===== src/rtl/fft8_pkg.sv =====
// Shared definitions for the 8-point radix-2 DIT FFT sequencer and datapath.
//   N, LOG2N : transform size and address width
//   state_t  : sequencer FSM states
//   bitrev3  : 3-bit bit reversal used for the input load order
package fft8_pkg;
  localparam int N     = 8;
  localparam int LOG2N = 3;

  typedef enum logic [2:0] {IDLE, LOAD, CALC, DRAIN, DONE} state_t;

  function automatic logic [LOG2N-1:0] bitrev3(input logic [LOG2N-1:0] v);
    return {v[0], v[1], v[2]};
  endfunction
endpackage


===== src/rtl/fft8_delay_line.sv =====
// Fixed-depth shift register carrying {valid, payload} from butterfly issue to
// result write-back. The MSB of each word is the valid bit.
//   i_clk, i_rst : clock, synchronous active-high reset (flushes the pipe)
//   i_data       : word entering the pipe this cycle
//   o_data       : word leaving the pipe (DEPTH cycles after entry)
//   o_pend       : a valid word is still in flight behind the output stage
module fft8_delay_line #(
  parameter int WIDTH = 7,
  parameter int DEPTH = 3
) (
  input  logic             i_clk,
  input  logic             i_rst,
  input  logic [WIDTH-1:0] i_data,
  output logic [WIDTH-1:0] o_data,
  output logic             o_pend
);
  logic [DEPTH-1:0][WIDTH-1:0] r_pipe;

  always_ff @(posedge i_clk) begin
    if (i_rst) begin
      r_pipe <= '0;
    end else begin
      r_pipe[0] <= i_data;
      for (int i = 1; i < DEPTH; i++) r_pipe[i] <= r_pipe[i-1];
    end
  end

  assign o_data = r_pipe[DEPTH-1];

  // Only stages behind the output count: once the last write is on o_data the
  // memory is updated at the coming edge, so the next stage may start reading.
  always_comb begin
    o_pend = 1'b0;
    for (int i = 0; i < DEPTH-1; i++) o_pend = o_pend | r_pipe[i][WIDTH-1];
  end
endmodule


===== src/rtl/fft8_seq_ctrl.sv =====
// Sequencer for an in-place radix-2 DIT 8-point FFT: loads 8 samples in
// (optionally) bit-reversed order, then issues 3 stages x 4 butterflies,
// draining the butterfly pipe between stages.
//   i_clk, i_rst        : clock, synchronous active-high reset
//   i_start             : start a transform (IDLE only)
//   i_in_valid          : input sample present
//   o_in_ready/o_load_we/o_load_addr : sample load handshake and address
//   o_rom_en/o_rom_index: twiddle ROM request on issue cycles
//   o_rd_addr_a/b       : butterfly operand read addresses
//   o_bf_valid          : ROM/memory data valid (issue + 1)
//   o_wr_en/o_wr_addr_a/b : result write-back (issue + 1 + BF_LAT)
//   o_stage, o_busy, o_done : status
module fft8_seq_ctrl
  import fft8_pkg::*;
#(
  parameter int BF_LAT = 2,
  parameter bit BITREV = 1'b1
) (
  input  logic             i_clk,
  input  logic             i_rst,
  input  logic             i_start,
  input  logic             i_in_valid,
  output logic             o_in_ready,
  output logic             o_load_we,
  output logic [LOG2N-1:0] o_load_addr,
  output logic             o_rom_en,
  output logic [LOG2N-1:0] o_rom_index,
  output logic [LOG2N-1:0] o_rd_addr_a,
  output logic [LOG2N-1:0] o_rd_addr_b,
  output logic             o_bf_valid,
  output logic             o_wr_en,
  output logic [LOG2N-1:0] o_wr_addr_a,
  output logic [LOG2N-1:0] o_wr_addr_b,
  output logic [1:0]       o_stage,
  output logic             o_busy,
  output logic             o_done
);
  localparam int DLW = 1 + 2*LOG2N;

  state_t           r_state, w_next;
  logic [LOG2N-1:0] r_cnt;      // sample count in LOAD, butterfly index in CALC
  logic [1:0]       r_stage;
  logic             r_bf_valid;
  logic             w_accept, w_issue, w_pend;
  logic [LOG2N-1:0] w_rd_a, w_rd_b, w_idx;
  logic [DLW-1:0]   w_dl_out;

  always_ff @(posedge i_clk) begin
    if (i_rst) r_state <= IDLE;
    else       r_state <= w_next;
  end

  always_comb begin
    w_next      = r_state;
    o_in_ready  = 1'b0;
    w_accept    = 1'b0;
    o_load_addr = '0;
    w_issue     = 1'b0;
    w_rd_a      = '0;
    w_rd_b      = '0;
    w_idx       = '0;
    o_stage     = '0;
    o_done      = 1'b0;
    o_busy      = (r_state != IDLE);
    case (r_state)
      IDLE: if (i_start) w_next = LOAD;
      LOAD: begin
        o_in_ready  = 1'b1;
        w_accept    = i_in_valid;
        o_load_addr = BITREV ? bitrev3(r_cnt) : r_cnt;
        if (w_accept && r_cnt == LOG2N'(N-1)) w_next = CALC;
      end
      CALC: begin
        w_issue = 1'b1;
        o_stage = r_stage;
        // a = grp*2*span + pos, b = a + span, k = pos << (2-s)
        case (r_stage)
          2'd0: begin
            w_rd_a = {r_cnt[1:0], 1'b0};
            w_rd_b = {r_cnt[1:0], 1'b1};
          end
          2'd1: begin
            w_rd_a = {r_cnt[1], 1'b0, r_cnt[0]};
            w_rd_b = {r_cnt[1], 1'b1, r_cnt[0]};
            w_idx  = {1'b0, r_cnt[0], 1'b0};
          end
          2'd2: begin
            w_rd_a = {1'b0, r_cnt[1:0]};
            w_rd_b = {1'b1, r_cnt[1:0]};
            w_idx  = {1'b0, r_cnt[1:0]};
          end
          default: ;
        endcase
        if (r_cnt[1:0] == 2'd3) w_next = DRAIN;
      end
      DRAIN: begin
        o_stage = r_stage;
        if (!w_pend) w_next = (r_stage == 2'd2) ? DONE : CALC;
      end
      DONE: begin
        o_done = 1'b1;
        w_next = IDLE;
      end
      default: w_next = IDLE;
    endcase
  end

  always_ff @(posedge i_clk) begin
    if (i_rst) begin
      r_cnt      <= '0;
      r_stage    <= '0;
      r_bf_valid <= 1'b0;
    end else begin
      r_bf_valid <= w_issue;
      case (r_state)
        LOAD:  if (w_accept) r_cnt <= r_cnt + 1'b1;  // wraps to 0 for CALC
        CALC:  r_cnt <= (r_cnt[1:0] == 2'd3) ? '0 : r_cnt + 1'b1;
        DRAIN: if (!w_pend && r_stage != 2'd2) r_stage <= r_stage + 1'b1;
        default: begin
          r_cnt   <= '0;
          r_stage <= '0;
        end
      endcase
    end
  end

  fft8_delay_line #(.WIDTH(DLW), .DEPTH(1 + BF_LAT)) u_wr_dly (
    .i_clk  (i_clk),
    .i_rst  (i_rst),
    .i_data ({w_issue, w_rd_a, w_rd_b}),
    .o_data (w_dl_out),
    .o_pend (w_pend)
  );

  assign o_load_we   = w_accept;
  assign o_rom_en    = w_issue;
  assign o_rom_index = w_idx;
  assign o_rd_addr_a = w_rd_a;
  assign o_rd_addr_b = w_rd_b;
  assign o_bf_valid  = r_bf_valid;
  assign {o_wr_en, o_wr_addr_a, o_wr_addr_b} = w_dl_out;
endmodule


===== config.mk =====
export PLATFORM = sky130hd
export DESIGN_NAME = fft8_seq_ctrl
export DESIGN_NICKNAME = d
export VERILOG_FILES = /design/src/rtl/fft8_pkg.sv /design/src/rtl/fft8_delay_line.sv /design/src/rtl/fft8_seq_ctrl.sv
export SDC_FILE = /design/constraint.sdc
export NUM_CORES = 1
export LEC_CHECK = 0
export ABC_AREA = 1
export BUFFER_PORTS_ARGS = -buffer_cell sky130_fd_sc_hd__buf_4
export CORE_MARGIN = 2
export CORE_UTILIZATION = 52
export DETAILED_ROUTE_END_ITERATION = 6
export GPL_ROUTABILITY_DRIVEN = 0
export GPL_TIMING_DRIVEN = 1
export PLACE_DENSITY = 0.77
export SYNTH_ARGS = -nofsm -noshare
export SYNTH_HDL_FRONTEND = slang
export SYNTH_SLANG_ARGS = --single-unit

===== constraint.sdc =====
create_clock -name i_clk -period 1.6 [get_ports i_clk]
set_clock_uncertainty 0.1 [all_clocks]
set_input_delay 0.16 -clock i_clk [delete_from_list [all_inputs] [get_ports i_clk]]
set_output_delay 0.16 -clock i_clk [all_outputs]
set_load 0.05 [all_outputs]

* Yosys cells after proc, flatten, opt, wreduce, memory -nomap -nowiden
Index checks and enable logic that the tools add are counted.
** Word-level totals
- Bits in registers :: 30
- Bits of input ports :: 4
** Operators by class
- Mux-type cells :: 23
- $add $sub $neg :: 2
- Bitwise operators :: 3
- Reduce and logical (&&, ||, !) cells :: 11
- Equal/unequal tests :: 15
** Operator list (number)
- $mux W3 :: 10
- $pmux W3 S3 :: 3
- $ne A2 B2 Y1 const B :: 7
- $pmux W3 S4 :: 1
- $pmux W2 S2 :: 2
- $eq A3 B2 Y1 const B :: 2
- $eq A3 B3 Y1 const B :: 2
- $mux W2 :: 3
- $eq A2 B2 Y1 const B :: 2
- $mux W1 :: 4
- $reduce_and A2 Y1 :: 2
- $reduce_and A4 Y1 :: 1
- $reduce_or A2 Y1 :: 2
- $add A3 B1 Y3 const B :: 1
- $eq A3 B1 Y1 const B :: 1
- $logic_not A3 Y1 :: 1
- $reduce_bool A3 Y1 :: 1
- $add A2 B1 Y2 const B :: 1
- $eq A2 B1 Y1 const B :: 1
- $logic_and A1 B1 Y1 :: 2
- $logic_not A2 Y1 :: 1
- $not A1 Y1 :: 2
- $logic_not A1 Y1 :: 1
- $or A1 B1 Y1 :: 1

* Logic depth before layout (Yosys ltp)
Gate-level depths: netlist (run 1).
- Depth in word-level cells :: 5
- Depth in mapped cells :: 8

* Hierarchy
A second synthesis (run 1) with hierarchy kept.
** Second synthesis, totals
- Cells, all modules :: 190
- Area, all modules :: 1436.4 um2
** Modules (own cells, without submodules)
- fft8_seq_ctrl :: times used 1, area each 779.5 um2, cells each 117
- fft8_delay_line :: times used 1, area each 656.9 um2, cells each 73

* Worst setup path after synthesis (run 1)
OpenSTA, ideal clock, no wires.
- Kind :: reg2out
- Start point :: register r_stage[0]
- End point :: output port o_rom_index[0]
- Stages on the path, launching flop included :: 5
- Path buffers :: 0
- Required time :: 1340 ps
- Arrival :: 1794 ps
- Path slack :: -454 ps
- Cells stage by stage :: dfxtp_1 -> inv_1 -> ha_1 -> inv_1 -> nor3_1
** Between the ends
- Word-level cells in the longest chain between the ends :: 3
- Elaborated cells on any way between the ends :: 4
- Classes of those cells :: eq/ne (2); mux (2)
** Ends and longest elaborated chain
- start: declaration :: line fft8_seq_ctrl.sv:42 : logic [1:0] r_stage;
- start signal: assignment :: line fft8_seq_ctrl.sv:118 : DRAIN: if (!w_pend && r_stage != 2'd2) r_stage <= r_stage + 1'b1;
- $eq A2 B2 Y1 / $eq A2 B1 Y1 (equally long branches) :: line fft8_seq_ctrl.sv:77 : case (r_stage)
- $pmux W2 S2 (*) :: line fft8_seq_ctrl.sv:77
- $mux W2 (*) :: line fft8_seq_ctrl.sv:65 : case (r_state)
- end: declaration :: line fft8_seq_ctrl.sv:27 : output logic [LOG2N-1:0] o_rom_index,
Mark *: on every way between the ends. The rest lies on a longest branch, timed or not.

* Final worst setup path (run 1)
- Start point :: register r_stage[1]
- End point :: output port o_rd_addr_a[2]
** Between the ends
- Word-level cells in the longest chain between the ends :: 3
- Elaborated cells on any way between the ends :: 5
- Classes of those cells :: eq/ne (2); mux (2); reduce/logical (1)
** Ends and longest elaborated chain
- $eq A2 B2 Y1 (tied with other cells) :: line fft8_seq_ctrl.sv:77
- $pmux W3 S3 (*) :: line fft8_seq_ctrl.sv:77
- $mux W3 (*) :: line fft8_seq_ctrl.sv:65
- end: declaration :: line fft8_seq_ctrl.sv:28 : output logic [LOG2N-1:0] o_rd_addr_a,
Marked as above.

==> impl_metrics.tcl, run 1 <==
set metrics [dict create \
    status "complete, but fails checks" \
    violations "negative setup slack" \
    synth_edf_count 0 \
    powerDensity_nw_per_um2 1907 \
    worstPathCellList "buf_4 > ha_4 > nor2_4 > inv_4 > nor2_2 > buf_6" \
    synth.distinct_cells 23 \
    syn_to_final_growth_pct 55.20 \
    first_pass_iters 5 \
    grt_antenna_before_repair 0 \
    die_area_um2 3064 \
    place_hpwl_um 2053 \
    syn_avg_cell_area_um2 7.494 \
    cts.sinks 29 \
    route.vias.total 1451 \
    wl_met3_um 340 \
    synth_top_cell_by_area "dfxtp_1" \
    power_frac_comb 0.609 \
    drt-met1-wl_um 1644 \
    ioPinCount 31 \
    rsz0062_at_grt "yes" \
    drc_errors 0 \
    die_h_um 55.36 \
    synth_flop_cell "dfxtp_1" \
    finalSetupViolCount 15 \
    final-max-slew-violation-count 0 \
    slowest_delay_ns 0.40 \
    gr-total-overflow 0 \
    path_depth 6 \
    worstSetupPathType "reg -> out" \
    grt_pass1_wl_um 6030 \
    yosysSeqAreaShare 0.4234 \
    path_clk_slew_ns 0.12 \
    netlist_instances 183 \
    ant_nets 0 \
    row_count 18 \
    initial_core_util 0.5535 \
    crit_fanout 5 \
    syn_nets 195 \
    cts_root_buf "clkbuf_4" \
    wl_met2_um 2252 \
    critical_path.slowest_cell "dfxtp_4" \
    clockPowerShare 0.134 \
    cts_tree "yes" \
    ir_drop_v 0.001577 \
    netlist_area_um2 1371 \
    worstPathRequired_ns 1.34 \
    grt.total_usage 0.2528 \
    htreeDepth 2 \
    min_delay_path_depth 2 \
    placed_area_um2 1639 \
    swShare 0.4931 \
    routed.top_layer "met4" \
    path_buf_inv 3 \
    power.total_mw 4.058 \
    ys_warn_count 0 \
    max_freq_mhz 539.3 \
    p_int_mw 2.057 \
    reg2reg_depth 8 \
    path_delay_family "buffers and inverters" \
    synthTopCellsByArea "dfxtp_1 (42%), inv_1 (8.2%), nor2_1 (8.2%), ha_1 (7.3%), nand2_1 (6.6%)" \
    routedWlPerCell_um 16.70 \
    drt_iter0_drc 81 \
    post-route-util 0.8591 \
    period_share 1.159 \
    worstSetupStartpointType "register" \
    clock_latency_ns 0.34 \
    synth_common_cells "inv_1 (30), nor2_1 (30), dfxtp_1 (29)" \
    finalHoldViolations 0 \
    die_w_um 55.36 \
    crit_path_end_kind "output pin" \
    cap_violations 0 \
    drive_above_1_share 0.5084 \
    clockBufferDepth 2 \
    p_switching_mw 2.001 \
    hold_class "in -> reg" \
    min_period_ns 1.854 \
    numPortBuffers 29 \
    routed_wl_um 4476 \
    grt_pass1_vias 1348 \
    ys_async_sr_fraction 0 \
    preCtsSetupSlack_ns -0.06377 \
    coreArea_um2 2477 \
    setup_ws_ns -0.2544 \
    synth_top_area_frac 0.4234 \
    drt-vias-per-instance 5.414 \
    cts_buffers 5 \
    synth_seq_cells 29 \
    worstPathArrival_ns 1.59 \
    final_nets 249 \
    num_antenna_cells 0 \
    grt_start_max_net_pins 25 \
    fin_area_um2 2128 \
    seq_power_share 0.257 \
    p_leak_nw 0.9753 \
]
==> area by class of cell <==
class	count	area, um^2
Multi-Input combinational cell	108	774.5
Sequential cell	29	599.3
Timing Repair Buffer	56	488.0
Fill cell	126	349.1
Inverter	37	158.9
Clock buffer	7	65.06
Tap cell	30	37.54
Clock inverter	1	5.005
==> layout by cell type (no fill, tap or decap), drive strengths merged <==
cell,netlist,final
a211oi,1,1
inv,36,36
conb,1,1
nand2,27,27
o21ai,6,6
nor2,35,35
o211ai,1,1
dfxtp,29,29
a21oi,9,9
nor3,6,6
buf,7,56
ha,8,8
clkbuf,2,7
clkinv,1,2
nand3,14,14
==> cell families after synthesis <==
kind of cell | share of synthesized area
and+or+nand+nor | 0.2865
buffers and inverters | 0.1451
DFF | 0.4234
AOI/OAI and AO/OA | 0.06934
adders and majority gates | 0.07300
other | 0.002735
==> state kept, by name (all words and copies together) (netlist names) <==
| signal | cells |
|---|---|
| r_stage | 2 |
| o_bf_valid | 1 |
| r_state | 3 |
| u_wr_dly.r_pipe | 13 |
| r_cnt | 3 |
| u_wr_dly.o_data | 7 |
==> repair_timing <==
action,4_1_cts,5_1_grt
endpoints found under the setup margin,15,18
pin swaps,8,5
resized for setup,49,29
hold buffers,0,0
buffers inserted,13,11
==> power by group through the flow <==
| stage | logic [mW] | registers, mW | clock network (mW) |
|---|---|---|---|
| 6_report | 2.47 | 1.04 | 0.542 |
| 2_1_floorplan | 1.12 | 0.978 | 0 |
| 3_5_place_dp | 1.57 | 0.966 | 0 |
| 4_1_cts | 2.01 | 0.995 | 0.509 |
| 3_3_place_gp | 1.54 | 0.961 | 0 |
| 5_1_grt | 2.62 | 1.05 | 0.573 |
==> final timing paths <==
path                                           from                 end  slack [ns]
worst max-delay path                     r_stage[1]      o_rd_addr_a[2]       -0.25
worst min-delay path                          i_rst  u_wr_dly.r_pipe[7]        0.07
worst max register to register           r_stage[1]  u_wr_dly.r_pipe[0]       -0.06
worst min register to register  u_wr_dly.r_pipe[11]  u_wr_dly.o_data[4]        0.30
==> per-layer routing <==
layer,global-route usage,vias to the layer above
li1,-,656
met1,0.2562,675
met2,0.4473,92
met3,0.07728,28
met4,0.1568,0
met5,0,-
==> through the flow <==
stage	instances	hold WS (ns)	TNS (ns)
after floorplan	183	0.1297	-0.7248
after global placement	239	0.2892	0
after detailed placement	239	0.2928	-0.06664
after CTS	260	0.07381	-0.8819
after global routing	268	0.07668	-2.683
final	268	0.07458	-1.825
==> worst register-to-register path: stages, from the launching register on <==
cell      delay, ns
dfxtp_4        0.40
buf_4          0.16
ha_4           0.17
nor2_4         0.13
inv_4          0.08
buf_4          0.14
buf_4          0.13
buf_4          0.15
a211oi_4       0.13
Note: power is estimated with default switching activity, not from simulation.
==> run 2, diff against run 1 <==
--- a/config.mk
+++ b/config.mk
@@ -8,11 +8,13 @@
 export ABC_AREA = 1
 export BUFFER_PORTS_ARGS = -buffer_cell sky130_fd_sc_hd__buf_4
 export CORE_MARGIN = 2
-export CORE_UTILIZATION = 52
+export CORE_UTILIZATION = 56
 export DETAILED_ROUTE_END_ITERATION = 6
 export GPL_ROUTABILITY_DRIVEN = 0
 export GPL_TIMING_DRIVEN = 1
-export PLACE_DENSITY = 0.77
+export PLACE_DENSITY = 0.82
+export SLEW_MARGIN = 20
 export SYNTH_ARGS = -nofsm -noshare
 export SYNTH_HDL_FRONTEND = slang
 export SYNTH_SLANG_ARGS = --single-unit
+export TNS_END_PERCENT = 30
==> constraint.sdc (replaced) <==
create_clock -name i_clk -period 2.4 [get_ports i_clk]
set_clock_uncertainty 0.1 [all_clocks]
set_input_delay 0.24 -clock i_clk [delete_from_list [all_inputs] [get_ports i_clk]]
set_output_delay 0.24 -clock i_clk [all_outputs]
set_load 0.05 [all_outputs]
==> run 2 against run 1 <==
The flow now finishes without violations; non-clock buffer count fell by 27; largest cell class unchanged; count of clock-buffer cells in the layout fell by 1; flip-flop and latch count did not move; sequential power fell by 38%.
==> impl_metrics.tcl, run 2 (synthesized netlist as in run 1, its figures left out) <==
set metrics [dict create \
    ioPinCount 31 \
    route.vias.total 1187 \
    slowest_delay_ns 0.44 \
    routed_wl_um 2656 \
    grt_pass1_wl_um 4712 \
    grt_pass1_vias 1124 \
    initial_core_util 0.6082 \
    cts_buffers 5 \
    period_share 0.9006 \
    min_period_ns 2.162 \
    powerDensity_nw_per_um2 1228 \
    clock_latency_ns 0.33 \
    fillers 191 \
    drt-met1-wl_um 1098 \
    worstPathRequired_ns 2.06 \
    cts_setup_buffers 0 \
    die_h_um 53.49 \
    coreArea_um2 2255 \
    gr-total-overflow 0 \
    die_area_um2 2861 \
    tns_ns 0 \
    largest_reg_flops 13 \
    first_pass_iters 4 \
    crit_path_end_kind "output pin" \
    grt_antenna_before_repair 0 \
    routed.top_layer "met4" \
    worstPathArrival_ns 1.82 \
    rsz0062_at_grt "no" \
    cts_root_buf "clkbuf_4" \
    clockBufferDepth 2 \
    cap_violations 0 \
    final_nets 222 \
    place_hpwl_um 2030 \
    drc_errors 0 \
    crit_fanout 6 \
    htreeDepth 2 \
    fin_area_um2 1653 \
    drive_above_1_share 0.2701 \
    critical_path.slowest_cell "dfxtp_1" \
    drt_iter0_drc 24 \
    cts_tree "yes" \
    die_w_um 53.49 \
    finalSetupViolCount 0 \
    placed_area_um2 1564 \
    p_leak_nw 0.7998 \
    ant_nets 0 \
    finalHoldViolations 0 \
    worstSetupPathType "reg -> out" \
    num_antenna_cells 0 \
    status "finished clean" \
    worstPathCellList "inv_1 > ha_1 > o21ai_1 > a21oi_1 > buf_4" \
    cts.sinks 29 \
    regMostFlops "u_wr_dly.r_pipe" \
    final-max-slew-violation-count 0 \
    final_cell_mix "inv_1 (30), nor2_1 (30), buf_4 (29), dfxtp_1 (29), nand2_1 (24)" \
    wl_met3_um 189 \
    hold_class "in -> reg" \
    drt-vias-per-instance 4.967 \
    syn_to_final_growth_pct 20.53 \
    grt_start_max_net_pins 25 \
    path_clk_slew_ns 0.10 \
    row_count 17 \
    grt.total_usage 0.2346 \
    max_freq_mhz 462.6 \
    hold_ws_ns 0.1491 \
    numPortBuffers 29 \
    worstSetupStartpointType "register" \
    ir_drop_v 0.0008508 \
    wl_met2_um 1319 \
    routedWlPerCell_um 11.11 \
]
run 2: critical path, delay by kind of cell (launching register included):
kind,cells,cell delay [ns]
buffers and inverters,2,0.34
flip-flops,1,0.44
AO/OA/AOI/OAI,2,0.47
adder cells (fa/ha/maj),1,0.25
run 2: area by class of cell:
type	instances	area, um^2	share of cell area
clock buffers	6	51.30	0.03104
inverters	37	138.9	0.08403
repair buffers	29	217.7	0.1317
multi-input cells	108	591.8	0.3581
clock inverters	2	37.54	0.02271
well taps	28	35.03	0.02120
flip-flops and latches	29	580.6	0.3512
run 2: per-stage QoR:
stage	instances	power, mW	util	setup WS [ns]
floorplan	183	1.377	-	0.2665
global placement	231	1.578	0.6937	0.5769
detailed placement	231	1.611	0.6937	0.4507
CTS	239	2.037	0.7331	0.07660
global route	239	2.176	0.7331	0.06242
finish	239	2.030	0.7331	0.2384
run 2: routing by layer:
| metal | GRT usage | vias up |
|---|---|---|
| met1 | 0.2675 | 537 |
| met3 | 0.07062 | 5 |
| li1 | - | 602 |
| met2 | 0.3765 | 43 |
| met4 | 0.1496 | 0 |
| met5 | 0 | - |
run 2: report_power, final:
part	internal (mW)	leakage, nW	switching, mW
Sequential	0.553	0.235	0.0911
Combinational	0.280	0.520	0.683
Clock	0.247	0.0445	0.175
Total	1.08	0.800	0.949
run 2: final timing paths:
path                       from                 end  slack [ns]  cells after the start
max                  r_stage[0]      o_rd_addr_b[0]        0.24                      5
max reg2reg          r_stage[0]          r_stage[0]        0.88                      8
min reg2reg  u_wr_dly.r_pipe[9]  u_wr_dly.o_data[2]        0.31                      2
min                       i_rst  u_wr_dly.r_pipe[1]        0.15                      2
run 2: what timing repair did:
action / CTS / global route
hold buffers: 0 / 0
setup endpoints to repair: 0 / 2
resized for setup: 0 / 1
==> run 3, diff against run 2 <==
--- a/config.mk
+++ b/config.mk
@@ -13,6 +13,7 @@
 export GPL_ROUTABILITY_DRIVEN = 0
 export GPL_TIMING_DRIVEN = 1
 export PLACE_DENSITY = 0.82
+export RECOVER_POWER = 50
 export SLEW_MARGIN = 20
 export SYNTH_ARGS = -nofsm -noshare
 export SYNTH_HDL_FRONTEND = slang
==> run 3 against run 2 <==
Critical path depth unchanged; first-iteration DRC count decreased by 21%; cell count did not move; combinational power decreased by 0.8%; die area unchanged; flip-flop and latch count stayed put; final area decreased by 2.1%; critical endpoint unchanged.
==> impl_metrics.tcl, run 3 (synthesized netlist as in run 1, its figures left out) <==
set metrics [dict create \
    status "finished clean" \
    row_count 17 \
    min_period_ns 2.167 \
    rsz0062_at_grt "no" \
    reg2reg_depth 8 \
    syn_to_final_growth_pct 17.97 \
    hold_buffers 0 \
    cts_tree "yes" \
    finalSetupViolCount 0 \
    cts.sinks 29 \
    ir_drop_v 0.0008464 \
    final_cell_mix "inv_1 (30), nor2_1 (30), dfxtp_1 (29), nand2_1 (24), buf_4 (21)" \
    path_clk_slew_ns 0.10 \
    drt-vias-per-instance 4.941 \
    min_delay_path_depth 2 \
    regMostFlops "u_wr_dly.r_pipe" \
    fin_area_um2 1618 \
    place_hpwl_um 2030 \
    max_freq_mhz 461.6 \
    die_area_um2 2861 \
    coreArea_um2 2255 \
    final_nets 222 \
    drt_iter0_drc 19 \
    cts_root_buf "clkbuf_4" \
    slew_headroom 0.6026 \
    period_share 0.9028 \
    clock_latency_ns 0.33 \
    worstSetupPathType "reg -> out" \
    tns_ns 0 \
    p_leak_nw 0.7641 \
    worstPathRequired_ns 2.06 \
    cts_setup_buffers 0 \
    drive_above_1_share 0.2275 \
    gr-total-overflow 0 \
    finalHoldViolations 0 \
    ant_nets 0 \
    grt_antenna_before_repair 0 \
    grt.total_usage 0.2346 \
    crit_path_end_kind "output pin" \
    cap_violations 0 \
    crit_fanout 6 \
    first_pass_iters 4 \
    grt_pass1_vias 1124 \
    power.total_mw 2.020 \
    num_antenna_cells 0 \
    powerDensity_nw_per_um2 1249 \
    route.vias.total 1181 \
    cts_buffers 5 \
    final-max-slew-violation-count 0 \
    initial_core_util 0.6082 \
    die_w_um 53.49 \
    worstMarginPinSlew_ns 0.5986 \
    routedWlPerCell_um 11.23 \
    die_h_um 53.49 \
    hold_class "in -> reg" \
    grt_start_max_net_pins 25 \
    worstPathArrival_ns 1.83 \
    largest_reg_flops 13 \
    clockBufferDepth 2 \
    ioPinCount 31 \
    placed_area_um2 1564 \
    grt_pass1_wl_um 4712 \
    routed_wl_um 2683 \
    worstSetupStartpointType "register" \
    drc_errors 0 \
    htreeDepth 2 \
    numPortBuffers 29 \
]
[run 3: cell types whose count changed in the layout (fill, tap and decap cells not counted), sizes merged]
cell    previous run  this run
clkbuf             6        14
buf               29        21
[run 3: per-layer routing]
layer  part of all wire  vias to the layer above  GRT usage
li1                   -                      600          -
met1               0.43                      539     0.2675
met2               0.49                       37     0.3765
met3              0.057                        5    0.07062
met4              0.020                        0     0.1496
met5                  0                        -          0
[run 3: area by class of cell]
type,count,area [um^2]
Clock buffer,6,51.30
Clock inverter,2,37.54
Fill cell,201,636.9
Inverter,37,138.9
Multi-Input combinational cell,108,586.8
Sequential cell,29,580.6
Tap cell,28,35.03
Timing Repair Buffer,29,187.7
[run 3: power by group]
group	leakage (nW)	internal (mW)	switching (mW)
Clock	0.0445	0.247	0.174
Sequential	0.235	0.553	0.0904
Combinational	0.484	0.272	0.683
[run 3: repair_timing]
action,4_1_cts,5_1_grt
endpoints found under the setup margin,0,2
resized for setup,0,1
hold endpoints to repair,0,0
[run 3: worst max-delay path, cell delays in order (launching register included)]
cell and delay, ns:
dfxtp_1 0.44, inv_1 0.13, ha_1 0.26, o21ai_1 0.32, a21oi_1 0.15, buf_4 0.21
[run 3: final timing paths]
kind,from,to,slack (ns)
worst min-delay path,i_rst,u_wr_dly.r_pipe[1],0.15
worst min register to register,u_wr_dly.r_pipe[9],u_wr_dly.o_data[2],0.31
worst max-delay path,r_stage[0],o_rd_addr_b[0],0.23
worst max register to register,r_stage[0],r_stage[0],0.88
[run 3: stage by stage]
step	cells	setup WS [ns]	hold slack, ns	utilization
after floorplan	183	0.2665	0.2097	-
after global placement	231	0.5769	0.2880	0.6937
after detailed placement	231	0.4507	0.2960	0.6937
after CTS	239	0.07660	0.1380	0.7331
after global routing	239	0.06242	0.1452	0.7175
final	239	0.2334	0.1502	0.7175
